==> config.mk <==
export PLATFORM = sky130hd
export DESIGN_NAME = if_prefetch_stage
export DESIGN_NICKNAME = d
export VERILOG_FILES = /design/src/rtl/if_prefetch_stage_pkg.sv /design/src/rtl/if_fifo.sv /design/src/rtl/if_prefetch_stage.sv
export SDC_FILE = /design/constraint.sdc
export NUM_CORES = 1
export LEC_CHECK = 0
export CAP_MARGIN = 20
export CORE_MARGIN = 4
export CORE_UTILIZATION = 55
export DETAILED_ROUTE_END_ITERATION = 10
export PLACE_DENSITY = 0.76
export SYNTH_ARGS = -nofsm -noshare
export SYNTH_HDL_FRONTEND = slang
export SYNTH_SLANG_ARGS = --single-unit
==> constraint.sdc <==
create_clock -name clk -period 4.1 [get_ports clk]
set_input_delay 0.82 -clock clk [delete_from_list [all_inputs] [get_ports clk]]
set_output_delay 0.82 -clock clk [all_outputs]
set_load 0.01 [all_outputs]
==> src/rtl/if_prefetch_stage_pkg.sv <==
// if_prefetch_stage_pkg: shared fetch FSM states and instruction stride
package if_prefetch_stage_pkg;
  typedef enum logic {RUN, FLUSH} state_e;
  localparam int unsigned INSTR_INC = 4;
endpackage

==> src/rtl/if_fifo.sv <==
// if_fifo: prefetch buffer of {pc, instruction} entries with synchronous flush
module if_fifo #(
  parameter int W     = 64,
  parameter int DEPTH = 4
) (
  input  logic                         clk_i,
  input  logic                         rst_ni,
  input  logic                         push_i,
  input  logic [W-1:0]                 data_i,
  input  logic                         pop_i,
  input  logic                         flush_i,
  output logic [W-1:0]                 data_o,
  output logic [$clog2(DEPTH+1)-1:0]   count_o
);
  localparam int AW = $clog2(DEPTH);
  localparam int CW = $clog2(DEPTH+1);
  logic [W-1:0]  mem_q [DEPTH];
  logic [AW-1:0] wr_q, rd_q;
  logic [CW-1:0] cnt_q;
  always_ff @(posedge clk_i or negedge rst_ni) begin
    if (!rst_ni) begin
      wr_q  <= '0;
      rd_q  <= '0;
      cnt_q <= '0;
    end else if (flush_i) begin
      wr_q  <= '0;
      rd_q  <= '0;
      cnt_q <= '0;
    end else begin
      if (push_i) wr_q <= wr_q + AW'(1);
      if (pop_i) rd_q <= rd_q + AW'(1);
      cnt_q <= cnt_q + CW'(push_i) - CW'(pop_i);
    end
  end
  always_ff @(posedge clk_i) begin
    if (push_i) mem_q[wr_q] <= data_i;
  end
  assign data_o  = mem_q[rd_q];
  assign count_o = cnt_q;
endmodule

==> src/rtl/if_prefetch_stage.sv <==
// if_prefetch_stage: in-order instruction prefetcher with branch redirect and flush
module if_prefetch_stage
  import if_prefetch_stage_pkg::*;
#(
  parameter int               ADDR_W   = 32,
  parameter int               DATA_W   = 32,
  parameter int               DEPTH    = 4,
  parameter int               MAX_OUT  = 2,
  parameter logic [ADDR_W-1:0] RESET_PC = '0
) (
  input  logic              clk,
  input  logic              rst,
  input  logic              freeze,
  input  logic              Branch_Taken,
  input  logic [ADDR_W-1:0] Branch_Address,
  output logic              imem_req,
  output logic [ADDR_W-1:0] imem_addr,
  input  logic              imem_gnt,
  input  logic              imem_rvalid,
  input  logic [DATA_W-1:0] imem_rdata,
  output logic              Instr_Valid,
  output logic [DATA_W-1:0] Instruction,
  output logic [ADDR_W-1:0] PC
);
  localparam int CW = $clog2(DEPTH+1);
  localparam int W  = ADDR_W + DATA_W;
  localparam logic [CW:0]   DEPTH_C = (CW+1)'(DEPTH);
  localparam logic [CW-1:0] MAXO_C  = CW'(MAX_OUT);
  localparam logic [ADDR_W-1:0] INC = ADDR_W'(INSTR_INC);
  state_e            state_q, state_d;
  logic [ADDR_W-1:0] pc_q, pc_d, rsp_addr;
  logic [CW-1:0]     out_q, out_d, drop_q, drop_d, count;
  logic [W-1:0]      head;
  logic              fire, push, pop;
  assign fire = imem_req & imem_gnt;
  assign pop  = Instr_Valid & ~freeze & ~Branch_Taken;
  assign push = imem_rvalid & (drop_q == '0) & ~Branch_Taken;
  // with nothing to drop, in-flight requests are the contiguous words just below pc_q
  assign rsp_addr    = pc_q - ADDR_W'(out_q) * INC;
  assign imem_req    = rst & (state_q == RUN) & (({1'b0, count} + {1'b0, out_q}) < DEPTH_C) & (out_q < MAXO_C);
  assign imem_addr   = pc_q;
  assign Instr_Valid = count != '0;
  assign Instruction = Instr_Valid ? head[DATA_W-1:0] : '0;
  assign PC          = Instr_Valid ? head[W-1:DATA_W] : '0;
  always_comb begin
    out_d   = out_q + CW'(fire) - CW'(imem_rvalid);
    drop_d  = Branch_Taken ? out_d : drop_q - CW'(imem_rvalid && drop_q != '0);
    pc_d    = Branch_Taken ? (Branch_Address & ~ADDR_W'(3)) : fire ? pc_q + INC : pc_q;
    state_d = (drop_d == '0) ? RUN : Branch_Taken ? FLUSH : state_q;
  end
  always_ff @(posedge clk or negedge rst) begin
    if (!rst) begin
      state_q <= RUN;
      pc_q    <= RESET_PC;
      out_q   <= '0;
      drop_q  <= '0;
    end else begin
      state_q <= state_d;
      pc_q    <= pc_d;
      out_q   <= out_d;
      drop_q  <= drop_d;
    end
  end
  if_fifo #(.W(W), .DEPTH(DEPTH)) u_fifo (
    .clk_i  (clk),
    .rst_ni (rst),
    .push_i (push),
    .data_i ({rsp_addr + INC, imem_rdata}),
    .pop_i  (pop),
    .flush_i(Branch_Taken),
    .data_o (head),
    .count_o(count)
  );
endmodule

==> impl_metrics.py, run 1 <==
metrics = {
    "final_layout": {
        "drive_gt1_share_pct": 11.7,
        "fin_cells": 1475,
        "stdcell_area_sq_um": 17000,
        "num-fill-cells": 1786,
        "seqCellArea_sq_um": 8550,
        "finish.net_count": 1266,
        "area_growth_syn_to_layout_pct": 21.7,
        "n_antenna_cell": 0,
        "final_core_util_pct": 67.7,
        "multiInputGateArea_sq_um": 5070,
    },
    "grt": {
        "grt_pass1_vias": 8474,
        "grt.met2_usage_pct": 32.1,
        "gr-total-overflow": 0,
        "grt_util_met3_pct": 3.80,
        "grt_max_degree": 66,
        "grt-busiest-layer": "met2",
        "met1_usage_pct": 28.9,
        "antenna_found_initial": 0,
        "grt_pass1_wl_microns": 45300,
        "grt_use_total_pct": 19.9,
    },
    "timing": {
        "period_needed_ns": 3.59,
        "tns_ns": 0,
        "timing.final.crit_share_pct": 87.6,
        "worst_slew_pin_slew_ns": 0.777,
        "max_freq_mhz": 278,
        "rsz0062_at_grt": "false",
        "hold_viol_final": 0,
        "finalMaxSlewViolations": 0,
        "finalSetupViolCount": 0,
        "relSlewSlack_pct": 48.1,
        "timing.hold.ws_ns": 0.441,
        "clock_skew_ns": 0.0100,
    },
    "place": {
        "place_area_sq_um": 16000,
        "finalWeightedCongestion": 0.831,
        "dp_hpwl_microns": 18000,
        "port-buffer-count": 161,
        "placed_cells_incl_taps": 1420,
    },
    "floorplan": {
        "ioPinCount": 168,
        "core_area_sq_um": 25100,
        "row_count": 58,
        "die_x_microns": 167,
        "dieHeight_microns": 167,
        "initial_utilization_pct": 55.6,
        "die-area_sq_um": 28000,
    },
    "synthesis": {
        "synth_edf_count": 248,
        "yosysWarnings": 0,
        "synth_largest_area_cell": "edfxtp_1",
        "ys_seq_area_share_pct": 61.2,
        "synth.ff_latch_count": 292,
        "syn_area_sq_um": 14000,
        "async_flop_share_pct": 15.1,
        "synthDistinctLibCells": 63,
        "ys_top_cells_by_area": "edfxtp_1 53%, mux4_2 10%, dfrtp_1 7.9%, ha_1 6.4%, nor2b_1 3.0%",
        "synth_top_area_share_pct": 53.3,
        "synth_common_cells": "248 x edfxtp_1, 71 x ha_1, 70 x nand2_1",
        "synth.most_common_cell": "edfxtp_1",
        "syn_avg_cell_area_sq_um": 14.6,
        "synth-main-ff-cell": "edfxtp_1",
        "synthCells": 956,
    },
    "clock_tree": {
        "cts_root_buffer": "clkbuf_16",
        "numCtsBuffers": 30,
        "post_cts_resized": 0,
        "insertion_delay_ns": 0.54,
        "cts_tree": "done",
        "clk_path_buf_depth": 3,
        "cts_setup_buffers": 0,
        "clock_sinks": 292,
        "ctsHtreeMaxLevel": 1,
        "cts_hold_buf": 0,
        "path_clk_slew_ns": 0.06,
    },
    "power": {
        "p_per_area_nw_per_um2": 570,
        "p_sw_share_pct": 29.5,
        "leakage_nw": 6.00,
        "sequentialPowerShare_pct": 38.5,
        "p_switching_mw": 2.86,
        "clockPowerShare_pct": 27.9,
        "ir_worst_vdd_uv": 404,
        "power.internal_mw": 6.82,
        "combPwrFrac_pct": 33.5,
    },
    "critical_path": {
        "crit_chain": "inv_1 > ha_1 > inv_1 > fa_1 > a211oi_1 > o21ai_0 > a32oi_1 > nand4b_1 > or3b_1 > nor3b_1",
        "endpoint_kind": "register",
        "worst_path_max_delay_cell": "fa_1",
        "cp.required_ns": 4.37,
        "startpoint_type": "register",
        "crit_type": "register to register",
        "crit_arrival_ns": 3.86,
        "critPathTopFamily": "simple AND/OR/NAND/NOR gates",
        "max_stage_delay_ns": 0.48,
        "cp_common_cell": "inv_1",
        "critPathBufInv": 2,
        "crit_fanout": 6,
    },
    "status": {
        "status": "complete, no violations",
    },
    "flow_run": {
        "maxCapViolations": 0,
    },
    "route": {
        "via_count": 8408,
        "wirelength_microns": 28000,
        "wl_per_cell_microns": 19.0,
        "drc": 0,
        "via_per_inst": 5.70,
        "first_pass_iters": 5,
        "ant_nets": 0,
        "drt-initial-drc-count": 613,
    },
    "worst_hold_path": {
        "hp-class": "primary input to async pin",
    },
}
-- layout make-up --
type                    count  share of cell area, %
flip-flops and latches    292                   50.3
inverters                  51                   1.14
well taps                 330                   2.43
multi-input cells         575                   29.8
clock inverters            20                   1.21
clock buffers              35                   4.65
repair buffers            172                   10.4
-- flip-flops by register name, indices dropped and copies added (netlist names) --
register / cells
u_fifo.mem_q: 248
imem_addr: 30
drop_q: 3
out_q: 3
u_fifo.count_o: 3
u_fifo.rd_q: 2
u_fifo.wr_q: 2
state_q: 1
-- worst paths after layout --
path / depth (start not counted) / slack [ns] / startpoint / endpoint
max: 10 / 0.51 / imem_addr[2] / u_fifo.mem_q[3][60]
min: 2 / 0.44 / rst / imem_addr[26]
max reg2reg: 10 / 0.51 / imem_addr[2] / u_fifo.mem_q[3][60]
min reg2reg: 3 / 0.58 / drop_q[0] / u_fifo.wr_q[1]
max in group asynchronous: 2 / 3.18 / rst / u_fifo.rd_q[0]
min in group clk: 3 / 0.58 / drop_q[0] / u_fifo.wr_q[1]
-- power groups by stage --
stage                     sequential, mW  clock, mW  combinational, mW
after global routing                3.76       2.91               3.56
after floorplan                     3.72          0               1.97
after CTS                           3.74       2.77               3.30
after detailed placement            3.80          0               3.28
final                               3.73       2.70               3.25
after global placement              3.79          0               3.20
-- metal layers --
layer / vias up / wire, microns
li1: 3926 / -
met1: 4152 / 12800
met2: 287 / 13000
met3: 43 / 1760
met4: 0 / 534
met5: - / 0
-- cell usage in the layout (no fill, tap or decap), drive strengths merged, types with 15 or more instances in the layout --
cell type,instances
edfxtp,248
clkdlybuf4s50,159
o21ai,51
nand3,16
clkbuf,35
nor2b,68
mux4,62
inv,51
nor2,27
xnor2,46
a21oi,26
clkinv,15
nand2,70
ha,71
dfrtp,44
-- cell families (layout without fill, tap and decap cells) --
kind of cell	count (synthesis)	in the layout	synth area share, %
other	1	4	0.0268
XOR/XNOR	59	59	3.70
AND/OR/NAND/NOR	233	233	9.00
flip-flops	292	292	61.2
adder cells (fa/ha/maj)	74	74	6.79
buffers and inverters	92	278	2.67
AO/OA/AOI/OAI	140	140	6.40
multiplexers	65	65	10.2
-- worst reg2reg max path: cells and delay by family, from the launching register on --
family	cells	cell delay (ns)
fa+ha+maj	2	0.90
compound gates	3	0.83
buf+inv	2	0.21
flops	1	0.38
simple gates	3	1.01
-- per-stage QoR --
stage / worst slack (ns) / power (mW)
3_5_place_dp: 0.656 / 7.07
5_1_grt: 0.290 / 10.2
3_3_place_gp: 0.762 / 6.99
4_1_cts: 0.442 / 9.80
2_1_floorplan: 0.967 / 5.69
6_report: 0.508 / 9.68
No activity file was read; power rests on OpenSTA's default activity.
==> run 2, diff against run 1 <==
CORE_ASPECT_RATIO = 1.2   (was default)
==> run 2 against run 1 <==
Power shrank 0.30%. Clock power is essentially flat. Highest routed layer unchanged. Critical path depth shrank 6. Register-to-register slack gained 0.05 ns. Largest cell class unchanged. Non-clock buffer count grew 3. Final cell count shrank 0.47%. Maximum frequency shrank 2.2%. First-iteration DRC count shrank 34%.
==> impl_metrics.py, run 2 (synthesis gave the netlist of run 1 again) <==
metrics = {
    "power": {
        "finalPower_mw": 9.65,
        "p_per_area_nw_per_um2": 568,
        "leakage_nw": 6.00,
        "ir_worst_vdd_uv": 410,
    },
    "route": {
        "wirelength_microns": 27700,
        "via_count": 8190,
        "via_per_inst": 5.58,
        "drc": 0,
        "first_pass_iters": 4,
        "drt-initial-drc-count": 405,
        "wl_per_cell_microns": 18.9,
        "ant_nets": 0,
    },
    "timing": {
        "timing.hold.ws_ns": 0.390,
        "clock_skew_ns": 0.0145,
        "relSlewSlack_pct": 47.7,
        "tns_ns": 0,
        "timing.final.crit_share_pct": 89.5,
        "period_needed_ns": 3.67,
        "hold_viol_final": 0,
        "max_freq_mhz": 272,
        "finalSetupViolCount": 0,
        "finalMaxSlewViolations": 0,
        "worst_slew_pin_slew_ns": 0.784,
        "rsz0062_at_grt": "false",
    },
    "final_layout": {
        "num-fill-cells": 1761,
        "largest_register_ffs": 248,
        "final_core_util_pct": 68.4,
        "n_antenna_cell": 0,
        "final_common_cell": "edfxtp_1",
        "area_growth_syn_to_layout_pct": 21.6,
        "drive_gt1_share_pct": 11.9,
        "final_cell_mix": "248 x edfxtp_1, 159 x clkdlybuf4s50_1, 71 x ha_1",
        "finish.net_count": 1268,
        "top_register": "u_fifo.mem_q",
    },
    "clock_tree": {
        "path_clk_slew_ns": 0.06,
        "cts_hold_buf": 0,
        "cts_setup_buffers": 0,
        "clock_sinks": 292,
        "clk_path_buf_depth": 3,
        "insertion_delay_ns": 0.53,
        "cts_root_buffer": "clkbuf_16",
        "numCtsBuffers": 29,
        "cts_tree": "done",
        "ctsHtreeMaxLevel": 1,
        "post_cts_resized": 0,
    },
    "critical_path": {
        "crit_chain": "buf_12 > mux4_2 > nor2b_1 > clkdlybuf4s50_1",
        "reg2reg_to": "u_fifo.mem_q[2][60]",
        "crit_type": "register to primary output",
        "critPathTopFamily": "buffers and inverters",
        "crit_cells": 4,
        "worst_path_max_delay_cell": "dfrtp_4",
        "startpoint": "u_fifo.rd_q[0]",
        "timing.rr.start": "imem_addr[2]",
        "rr_worst_depth": 10,
        "cp.required_ns": 3.28,
        "crit_arrival_ns": 2.85,
        "max_stage_delay_ns": 0.68,
        "crit_fanout": 40,
        "crit_path_end": "PC[8]",
        "critPathBufInv": 2,
        "rrSetupSlack_ns": 0.56,
        "startpoint_type": "register",
        "endpoint_kind": "primary output",
    },
    "place": {
        "finalWeightedCongestion": 0.852,
        "port-buffer-count": 161,
        "dp_hpwl_microns": 18600,
    },
    "grt": {
        "grt_pass1_wl_microns": 45100,
        "antenna_found_initial": 0,
        "grt_pass1_vias": 8579,
        "grt_max_degree": 70,
        "grt_use_total_pct": 19.9,
        "gr-total-overflow": 0,
    },
    "flow_run": {
        "maxCapViolations": 0,
    },
    "floorplan": {
        "core_area_sq_um": 24800,
        "die-area_sq_um": 28000,
        "die_x_microns": 153,
        "initial_utilization_pct": 56.3,
        "ioPinCount": 168,
        "row_count": 63,
        "dieHeight_microns": 183,
    },
    "worst_hold_path": {
        "hp-class": "primary input to async pin",
    },
    "status": {
        "status": "complete, no violations",
    },
}
[run 2: cell types whose count changed in the layout (fill, tap and decap cells not counted), sizes merged]
cell	delta
bufinv	+2
buf	+3
clkinv	-6
inv	+1
clkbuf	-3
clkinvlp	+1
[run 2: worst reg2reg max path, delay by kind of cell, from the launching register on]
kind,cells,cell delay [ns]
simple gates,3,1.02
fa+ha+maj,2,0.87
compound gates,3,0.80
flops,1,0.38
buf+inv,2,0.20
[run 2: worst min path at each step]
stage / start / endpoint / slack [ns] / cells after the start
floorplan: rst / drop_q[0] / 0.52 / 0
global placement: u_fifo.wr_q[1] / u_fifo.wr_q[1] / 0.56 / 2
detailed placement: u_fifo.wr_q[1] / u_fifo.wr_q[1] / 0.58 / 2
CTS: rst / drop_q[0] / 0.40 / 2
global route: rst / u_fifo.wr_q[1] / 0.44 / 2
finish: rst / drop_q[1] / 0.39 / 2
[run 2: metrics by stage]
| step | cells | setup slack [ns] | area, sq um |
|---|---|---|---|
| 2_1_floorplan | 959 | 0.967 | 14000 |
| 3_3_place_gp | 1418 | 0.742 | 16000 |
| 3_5_place_dp | 1418 | 0.641 | 16000 |
| 4_1_cts | 1468 | 0.330 | 17000 |
| 5_1_grt | 1468 | 0.234 | 17000 |
| 6_report | 1468 | 0.429 | 17000 |
[run 2: final cells by class]
type / instances / area [sq um] / area share [%]
clock inverters: 18 / 250 / 1.47
repair buffers: 175 / 1780 / 10.5
inverters: 51 / 194 / 1.14
clock buffers: 32 / 737 / 4.34
well taps: 325 / 407 / 2.39
flip-flops and latches: 292 / 8550 / 50.3
multi-input cells: 575 / 5070 / 29.8
[run 2: where the power goes]
group          leakage [nW]  internal, mW  switching [mW]
sequential             2.77          3.57           0.153
clock                 0.478          1.67            1.05
combinational          2.76          1.60            1.61
total                  6.00          6.84            2.81
[run 2: metal layers]
metal / part of all wire [%] / GRT usage [%] / vias to the layer above
li1: - / - / 3924
met1: 43 / 27.0 / 4036
met2: 51 / 35.1 / 202
met3: 4.5 / 2.73 / 28
met4: 1.2 / 3.57 / 0
met5: 0 / 0 / -
==> run 3, diff against run 2 <==
CORE_MARGIN = 2   (was 4)
==> run 3 against run 2 <==
Count of clock-buffer cells in the layout up 1. Via count about the same. Worst hold slack worse by 0.011 ns. Worst setup slack better by 0.043 ns. Clock power down 8.8%. Highest routed layer unchanged.
==> impl_metrics.py, run 3 (synthesis gave the netlist of run 1 again) <==
metrics = {
    "timing": {
        "relSlewSlack_pct": 50.6,
        "finalSetupViolCount": 0,
        "rsz0062_at_grt": "false",
        "clock_skew_ns": 0.0145,
        "hold_viol_final": 0,
        "timing.final.crit_share_pct": 88.5,
        "worst_slew_pin_slew_ns": 0.740,
        "max_freq_mhz": 276,
        "period_needed_ns": 3.63,
        "tns_ns": 0,
        "timing.hold.ws_ns": 0.379,
        "finalMaxSlewViolations": 0,
    },
    "final_layout": {
        "finish.net_count": 1263,
        "top_register": "u_fifo.mem_q",
        "stdcell_area_sq_um": 16900,
        "final_core_util_pct": 68.0,
        "seqCellArea_sq_um": 8550,
        "num-fill-cells": 1799,
        "drive_gt1_share_pct": 11.3,
        "n_antenna_cell": 0,
        "largest_register_ffs": 248,
        "final_cell_mix": "248 x edfxtp_1, 159 x clkdlybuf4s50_1, 71 x ha_1",
        "area_growth_syn_to_layout_pct": 20.9,
        "final_common_cell": "edfxtp_1",
        "multiInputGateArea_sq_um": 5070,
    },
    "place": {
        "port-buffer-count": 161,
        "place_area_sq_um": 16000,
        "finalWeightedCongestion": 0.860,
        "dp_hpwl_microns": 18000,
    },
    "route": {
        "drt-initial-drc-count": 467,
        "ant_nets": 0,
        "via_per_inst": 5.58,
        "drc": 0,
        "via_count": 8187,
        "wl_per_cell_microns": 18.8,
        "first_pass_iters": 5,
        "wirelength_microns": 27600,
    },
    "critical_path": {
        "critPathBufInv": 2,
        "rrSetupSlack_ns": 0.63,
        "endpoint_kind": "primary output",
        "timing.rr.start": "imem_addr[2]",
        "rr_worst_depth": 10,
        "reg2reg_to": "u_fifo.mem_q[3][60]",
        "worst_path_max_delay_cell": "dfrtp_4",
        "crit_chain": "buf_12 > mux4_2 > nor2b_1 > clkdlybuf4s50_1",
        "max_stage_delay_ns": 0.76,
        "cp.required_ns": 3.28,
        "critPathTopFamily": "buffers and inverters",
        "crit_type": "register to primary output",
        "crit_arrival_ns": 2.81,
        "crit_fanout": 25,
        "startpoint": "u_fifo.rd_q[0]",
        "startpoint_type": "register",
    },
    "clock_tree": {
        "clock_sinks": 292,
        "insertion_delay_ns": 0.54,
        "path_clk_slew_ns": 0.06,
        "ctsHtreeMaxLevel": 1,
        "cts_tree": "done",
        "cts_setup_buffers": 0,
        "clk_path_buf_depth": 3,
        "post_cts_resized": 0,
        "numCtsBuffers": 28,
        "cts_hold_buf": 0,
        "cts_root_buffer": "clkbuf_16",
    },
    "grt": {
        "gr-total-overflow": 0,
        "antenna_found_initial": 0,
        "grt_pass1_wl_microns": 44000,
        "grt_pass1_vias": 8473,
        "grt_max_degree": 74,
        "grt_use_total_pct": 21.1,
    },
    "floorplan": {
        "row_count": 63,
        "core_area_sq_um": 24800,
        "initial_utilization_pct": 56.3,
        "ioPinCount": 168,
        "die-area_sq_um": 26700,
        "dieHeight_microns": 179,
        "die_x_microns": 149,
    },
    "power": {
        "p_per_area_nw_per_um2": 560,
        "finalPower_mw": 9.45,
        "leakage_nw": 5.94,
        "ir_worst_vdd_uv": 480,
    },
    "status": {
        "status": "complete, no violations",
    },
    "flow_run": {
        "maxCapViolations": 0,
    },
    "worst_hold_path": {
        "hp-class": "primary input to async pin",
    },
}
-- run 3: changes by cell type in the layout (fill, tap and decap cells not counted) --
cell        before  now
inv_8            1    0
clkbuf_1         3    4
buf_4            8    2
buf_12           6    8
clkinv_1         4    8
inv_6            0    1
clkinvlp_2       0    1
bufinv_16        6    2
clkinv_4         1    2
clkinv_2         4    3
-- run 3: worst max-delay path by stage --
stage                           to  slack, ns  depth (start not counted)
2_1_floorplan   u_fifo.mem_q[0][0]       0.97                          3
3_3_place_gp               state_q       0.79                         12
3_5_place_dp   u_fifo.mem_q[0][60]       0.67                         10
4_1_cts            Instruction[10]       0.40                          4
5_1_grt        u_fifo.mem_q[3][60]       0.28                         10
6_report           Instruction[10]       0.47                          4
-- run 3: cell type report --
class | instances | area share (%)
clock buffers | 33 | 4.39
clock inverters | 19 | 0.896
inverters | 51 | 1.15
multi-input cells | 575 | 30.0
flip-flops and latches | 292 | 50.6
well taps | 325 | 2.41
repair buffers | 171 | 10.5
-- run 3: where the power goes --
| part | internal [mW] | leakage (nW) | switching (mW) |
|---|---|---|---|
| clock | 1.42 | 0.428 | 1.07 |
| sequential | 3.57 | 2.77 | 0.167 |
| combinational | 1.63 | 2.74 | 1.60 |
| total | 6.62 | 5.94 | 2.83 |
-- run 3: stage by stage --
step           std cells  setup WS, ns
2_1_floorplan        959         0.967
3_3_place_gp        1414         0.790
3_5_place_dp        1414         0.671
4_1_cts             1466         0.405
5_1_grt             1466         0.277
6_report            1466         0.472
-- run 3: per-layer routing --
metal | part of all wire [%] | global-route usage, %
met2 | 51 | 37.8
met4 | 1.7 | 5.36
met5 | 0 | 0
met3 | 4.2 | 2.43
met1 | 43 | 27.6
